==> config.mk <==
export PLATFORM = sky130hd
export DESIGN_NAME = pipe_ctrl
export DESIGN_NICKNAME = d
export VERILOG_FILES = /design/src/rtl/pipe_ctrl.sv
export SDC_FILE = /design/constraint.sdc
export NUM_CORES = 1
export LEC_CHECK = 0
export ABC_AREA = 1
export BUFFER_PORTS_ARGS = -buffer_cell sky130_fd_sc_hd__clkbuf_2
export CORE_UTILIZATION = 40
export CTS_CLUSTER_SIZE = 8
export DETAILED_ROUTE_END_ITERATION = 8
export PLACE_DENSITY = 0.87
export SYNTH_ARGS = -nofsm -noshare
export SYNTH_HDL_FRONTEND = slang
export SYNTH_SLANG_ARGS = --single-unit
==> constraint.sdc <==
create_clock -name clk_i -period 3.1 [get_ports clk_i]
set_input_delay 0 -clock clk_i [delete_from_list [all_inputs] [get_ports clk_i]]
set_output_delay 0 -clock clk_i [all_outputs]
set_load 0.01 [all_outputs]
==> src/rtl/pipe_ctrl.sv <==
// Sequencing controller for the 5-stage pipeline: run/idle/drain/halt FSM,
// load-use stall and branch flush. Counters exist only with PIPE_CTRL_PERF_EN.
module pipe_ctrl #(
    parameter int CNT_W        = 32,
    parameter int DRAIN_CYCLES = 3
) (
    input  logic             clk_i,
    input  logic             rst_n_i,
    input  logic             start_i,
    input  logic             idex_memread_i,
    input  logic [4:0]       idex_rd_i,
    input  logic [4:0]       ifid_rs1_i,
    input  logic [4:0]       ifid_rs2_i,
    input  logic             branch_taken_i,
    input  logic             halt_i,
    output logic             pc_write_o,
    output logic             ifid_write_o,
    output logic             ifid_flush_o,
    output logic             idex_bubble_o,
    output logic             halted_o,
    output logic [1:0]       state_o,
    output logic [CNT_W-1:0] stall_cnt_o,
    output logic [CNT_W-1:0] flush_cnt_o,
    output logic [CNT_W-1:0] cycle_cnt_o
);

    typedef enum logic [1:0] {
        IDLE   = 2'd0,
        RUN    = 2'd1,
        DRAIN  = 2'd2,
        HALTED = 2'd3
    } state_t;

    localparam int DW = (DRAIN_CYCLES > 1) ? $clog2(DRAIN_CYCLES) : 1;

    state_t        state_q, state_d;
    logic [DW-1:0] drain_q, drain_d;
    logic          lu;

    // x0 is never a real producer, so it can never cause a load-use stall
    assign lu = idex_memread_i && (idex_rd_i != 5'd0) &&
                ((idex_rd_i == ifid_rs1_i) || (idex_rd_i == ifid_rs2_i));

    always_comb begin
        state_d       = state_q;
        drain_d       = drain_q;
        pc_write_o    = 1'b0;
        ifid_write_o  = 1'b0;
        ifid_flush_o  = 1'b0;
        idex_bubble_o = 1'b1;
        case (state_q)
            IDLE: begin
                if (start_i) state_d = RUN;
            end
            RUN: begin
                // Dropping start freezes the pipe in this very cycle
                if (!start_i || lu) begin
                end else if (branch_taken_i) begin
                    pc_write_o    = 1'b1;
                    ifid_write_o  = 1'b1;
                    ifid_flush_o  = 1'b1;
                    idex_bubble_o = 1'b0;
                end else if (halt_i) begin
                    state_d = DRAIN;
                    drain_d = DW'(DRAIN_CYCLES - 1);
                end else begin
                    pc_write_o    = 1'b1;
                    ifid_write_o  = 1'b1;
                    idex_bubble_o = 1'b0;
                end
            end
            DRAIN: begin
                if (drain_q == '0) state_d = HALTED;
                else               drain_d = drain_q - DW'(1);
            end
            HALTED: begin
            end
            default: state_d = IDLE;
        endcase
        if (!start_i) state_d = IDLE;
    end

    always_ff @(posedge clk_i or negedge rst_n_i) begin
        if (!rst_n_i) begin
            state_q <= IDLE;
            drain_q <= '0;
        end else begin
            state_q <= state_d;
            drain_q <= drain_d;
        end
    end

    assign halted_o = (state_q == HALTED);
    assign state_o  = state_q;

`ifdef PIPE_CTRL_PERF_EN
    logic [CNT_W-1:0] stall_cnt_q, stall_cnt_d;
    logic [CNT_W-1:0] flush_cnt_q, flush_cnt_d;
    logic [CNT_W-1:0] cycle_cnt_q, cycle_cnt_d;

    function automatic logic [CNT_W-1:0] sat_inc(input logic [CNT_W-1:0] v);
        return (&v) ? v : v + CNT_W'(1);
    endfunction

    always_comb begin
        stall_cnt_d = stall_cnt_q;
        flush_cnt_d = flush_cnt_q;
        cycle_cnt_d = cycle_cnt_q;
        if (state_q == RUN && lu)                    stall_cnt_d = sat_inc(stall_cnt_q);
        if (state_q == RUN && !lu && branch_taken_i) flush_cnt_d = sat_inc(flush_cnt_q);
        if (state_q == RUN || state_q == DRAIN)      cycle_cnt_d = sat_inc(cycle_cnt_q);
    end

    always_ff @(posedge clk_i or negedge rst_n_i) begin
        if (!rst_n_i) begin
            stall_cnt_q <= '0;
            flush_cnt_q <= '0;
            cycle_cnt_q <= '0;
        end else begin
            stall_cnt_q <= stall_cnt_d;
            flush_cnt_q <= flush_cnt_d;
            cycle_cnt_q <= cycle_cnt_d;
        end
    end

    assign stall_cnt_o = stall_cnt_q;
    assign flush_cnt_o = flush_cnt_q;
    assign cycle_cnt_o = cycle_cnt_q;
`else
    assign stall_cnt_o = '0;
    assign flush_cnt_o = '0;
    assign cycle_cnt_o = '0;
`endif

endmodule
# Word level (Yosys, flattened, before mapping)

Cells that the tools add are included.

Add/sub/neg operators: 1
Equal/unequal tests: 14
Muxes and demuxes: 19
Reductions and logical operators: 11

Operators by type and width:

| operator                                              | number |
|---|---|
| two-way mux 2 bit                                     | 6 |
| inequality test 3 bit, second input constant          | 4 |
| two-way mux 1 bit                                     | 11 |
| == test 5 bit                                         | 2 |
| AND reduction 5 bit                                   | 2 |
| inequality test 2 bit, second input constant          | 4 |
| one-hot mux 2 bit (3 select lines)                    | 1 |
| nonzero test 5 bit                                    | 1 |
| == test 2 bit, second input constant                  | 2 |
| logical NOT 2 bit                                     | 2 |
| inequality test 4 x 1 -> 1 bit, second input constant | 1 |
| one-hot mux 2 bit (2 select lines)                    | 1 |
| == test 2 x 1 -> 1 bit, second input constant         | 1 |
| logical AND 1 bit                                     | 2 |
| logical OR 1 bit                                      | 2 |
| nonzero test 2 bit                                    | 1 |
| subtractor 2 x 1 -> 2 bit, second input constant      | 1 |
| logical NOT 1 bit                                     | 1 |

Register bits: 4
Input bits: 21
Output and inout port bits: 103
Logic and storage cells: 47

# Logic depth before layout (Yosys ltp)

Depth after elaboration: 7
Depth in mapped cells: 12
Depth with buffers taken out: 12

# Worst setup path after synthesis

Ideal clock, no wire load.

Path kind: reg2reg
Start: reg state_q[0] (netlist: state_o[0])
End: reg state_q[0] (netlist: state_o[0])
Setup time: 117 ps
Data arrival time: 1301 ps
Data required time: 2983 ps
Slack: 1683 ps
Cell stages (with the launch flop): 10
Buffers on the path: 0
Period minus slack after synthesis: 1417 ps
Cell sequence: dfrtp_1 -> inv_1 -> ha_1 -> nor2_1 -> nor2_1 -> nor2_1 -> a21oi_1 -> nand2_1 -> nand2_1 -> nand2_1

Word-level cells in the longest chain between the ends: 3
Elaborated cells between the ends (all ways): 11
Classes of those cells: 7 x eq/ne; 2 x mux; 2 x reduce/logical

Ends and longest elaborated chain:

| what                                                               | RTL line | RTL |
|---|---|---|
| start, declared                                                    | 36       | `state_t state_q, state_d;` |
| start signal, assigned                                             | 88       | `state_q <= state_d;` |
| == test 2 bit (tied with other cells)                              | 51       | `case (state_q)` |
| inequality test 4 x 1 -> 1 bit (no line) (tied with other cells)   | -        |  |
| AND reduction 5 bit (no line) or two-way mux 2 bit (tied branches) | -        |  |

Several ways; a longest one is shown, not always the timed one.
A chain may end at the register's enable or synchronous reset.

# Worst setup path after layout

Start: reg state_q[1] (netlist: state_o[1])
End: out ifid_write_o

Word-level cells in the longest chain between the ends: 2

Ends and longest elaborated chain:

| what                   | RTL line | RTL |
|---|---|---|
| == test 2 x 1 -> 1 bit | 51       |  |
| two-way mux 1 bit      | 51       |  |
| end, declared          | 17       | `output logic ifid_write_o,` |

Every way passes these cells.

==> summary by stage <==
Worst setup path
The classification of the worst setup path is flop to output pin. For the worst setup path, the data required time is 3100 ps. The startpoint class of the critical path is a flop. In this run the worst path has a maximum fanout of 5. The worst register-to-register path ends at state_o[1]$_DFFE_PN0P_.

Tracing the worst setup path back leads to its startpoint at state_o[1]$_DFFE_PN0P_. The worst setup path endpoint is ifid_write_o. The signal arrival time at the worst endpoint is 1620 ps. The worst register-to-register path has a depth of 9. The worst register-to-register path begins at state_o[1]$_DFFE_PN0P_. The critical path capture point type is an output pin. The worst register-to-register path has a setup slack of 1580 ps.

Synth
The number of unique standard cell types used by synthesis is 15. Yosys printed 0 warnings. Counting every instance in the synthesized netlist gives 200. The number of register bits inferred by synthesis is 4. In this run the mean area of a mapped cell was 6.42 um^2. Of the synthesized area, sequential elements account for 0.0780. The cell area that synthesis handed to floorplanning was 0.00128 mm^2.

Power and ir drop
The design draws 447 uW. The analysis attributes to cell leakage a power of 0.828 nW. The power per cell area is 394 mW/mm^2. VDD sags by at most 0.248 mV.

Detailed routing
The first routing iteration left 24 violations. The number of nets with antenna violations after routing is 0. Detailed routing inserted a total of 890 vias. The number of search-and-repair iterations in the first detailed-routing pass is 4. The DRC violation count after routing is 0. Using the TritonRoute via totals, the vias-per-cell ratio works out to 3.26. The per-cell routed wire length is 5.98 um. The routed wire length is 1.63 mm.

Clock network
TritonCTS built the clock tree. After clock tree synthesis, the clock-pin slew on the worst setup and hold paths is 40 ps. Counting the buffers created by CTS gives 3.

The number of clock sinks is 4. The post-cts resize count is 0. The H-tree depth is 1. The longest clock path from root to sink contains 2 buffers.

The clock latency reported for the late side of the worst-skew pair is 230 ps. The tree is rooted in a clkbuf_4.

Final layout
Relative to the synthesized area, the layout overhead comes to -11.6%. The cell area after layout is 0.00113 mm^2. In the final layout, the share of cells above drive strength 1 is 0.157.

The net total in the final layout is 257. The library cell used most frequently in the layout, excluding fill and tap cells, is conb_1. The top cell types in the final layout, fill and taps aside, are conb_1, nand2_1, clkbuf_2. The repair_antennas step left the layout with diodes totalling 0. Fill cells in the final layout number 334.

Floorplan
The core box area is 0.00305 mm^2. For this configuration, the core starts out at a cell density of 0.420. The top-level I/O count is 124. The die outline width is 58.7 um. The die area is 0.00344 mm^2. The floorplan has 20 rows. The floorplan step set the die height to 58.7 um.

Global routing
The number of antenna violations at the first check in global routing is 0. The remaining global-route overflow is 0. Entering global routing, the biggest net connects 7 pins.

The wire length of the first global-routing pass is 2.44 mm. The number of global-route vias before repair is 624. The aggregate global-route resource usage is 0.0942.

Timing
The max-slew violation total from the final report is 0. Setup violations remaining at the end of the flow were counted as 0. The worst path meets setup with 1480 ps of slack.

Derived from the worst setup path, the maximum achievable clock frequency is 619 MHz. Adding up every negative setup slack in the final design gives 0 ps. Setup repair after global routing left no endpoint under its margin.

The post-route minimum period is 1620 ps. The clock arrives with 6.39 ps of skew. The number of hold violations in the final report was 0. The fraction of the cycle the final worst path needs is 0.521.

Placed design
The congestion estimate from routability-driven global placement came to 0.695. The worst-case setup slack after placement is 1590 ps. The half-perimeter wire length after placement is 1.52 mm. The standard cell area after detailed placement is 0.00110 mm^2.

The number of I/O port buffers is 27.

Min path
The hold path depth is 3. The start point of the worst min-delay path is start_i. The worst hold-check path type is input port to flop.

Run
Across the run, the number of max-cap violations was 0.

Status
The run finished with clean final reports.
[flip-flops by register name (all words and copies together), names as in the netlist]
| register | flops |
|---|---|
| state_o | 2 |
| drain_q | 2 |
[timing repair]
action	4_1_cts	5_1_grt
buffers inserted	0	0
hold endpoints to repair	4	0
hold buffers	1	0
[stage by stage]
step	util	hold WS (ps)	std cells
2_1_floorplan	-	-296	295
3_3_place_gp	0.361	-189	269
3_5_place_dp	0.361	-183	269
4_1_cts	0.372	88.2	273
5_1_grt	0.372	114	273
6_report	0.372	93.7	273
[report_power, final]
| part | leakage (nW) | total, mW | switching, mW | internal, mW |
|---|---|---|---|---|
| Combinational | 0.763 | 0.291 | 0.194 | 0.0965 |
| Clock | 0.0138 | 0.0641 | 0.0209 | 0.0433 |
| Sequential | 0.0509 | 0.0926 | 0.0196 | 0.0730 |
[how the worst min path moves through the flow]
stage / endpoint / slack, ps
CTS: state_o[0]$_DFFE_PN0P_ / 90
detailed placement: drain_q[1]$_DFFE_PN0P_ / -180
global placement: drain_q[0]$_DFFE_PN0P_ / -190
global route: state_o[0]$_DFFE_PN0P_ / 110
finish: state_o[0]$_DFFE_PN0P_ / 90
floorplan: drain_q[0]$_DFFE_PN0P_ / -300
[worst max-delay path, cell delays in order (launching register included)]
cell and delay, ps:
dfrtp_1 420, inv_1 100, ha_1 230, inv_1 100, a21oi_1 170, nand3_1 140, inv_1 90, clkbuf_2 130
[Yosys cell counts]
library cell,instances,area share
dfrtp_1,4,0.078
nand2_1,36,0.11
nor3_1,1,0.0039
conb_1,1,0.0029
inv_2,1,0.0029
nand4_1,1,0.0049
nand2_2,5,0.024
nor2_1,12,0.035
nand3_1,7,0.027
xnor2_1,2,0.014
inv_1,24,0.070
buf_4,97,0.57
ha_1,5,0.049
a21oi_1,3,0.012
o21ai_0,1,0.0039
[layer usage]
layer	track usage	vias to the layer above	wire, um
li1	-	460	-
met1	0.111	362	643
met3	0.0132	2	180
met2	0.159	66	795
met4	0.0612	0	13
met5	0	-	0
[logic make-up (layout without fill, tap and decap cells)]
| group | Yosys count | after routing | synth area share |
|---|---|---|---|
| AO/OA/AOI/OAI | 4 | 4 | 0.0156 |
| adder cells (fa/ha/maj) | 5 | 5 | 0.0487 |
| XOR/XNOR | 2 | 2 | 0.0136 |
| buffers and inverters | 122 | 56 | 0.640 |
| AND/OR/NAND/NOR | 62 | 62 | 0.201 |
| other | 1 | 96 | 0.00292 |
| flip-flops | 4 | 4 | 0.0780 |
[final cells by class]
cell class	instances	area, um^2	share of cell area
well taps	44	55.1	0.0485
clock buffers	3	22.5	0.0198
inverters	25	93.8	0.0827
flip-flops and latches	4	100	0.0882
multi-input cells	169	718	0.633
repair buffers	28	145	0.128
No activity file was read; power rests on OpenSTA's default activity.
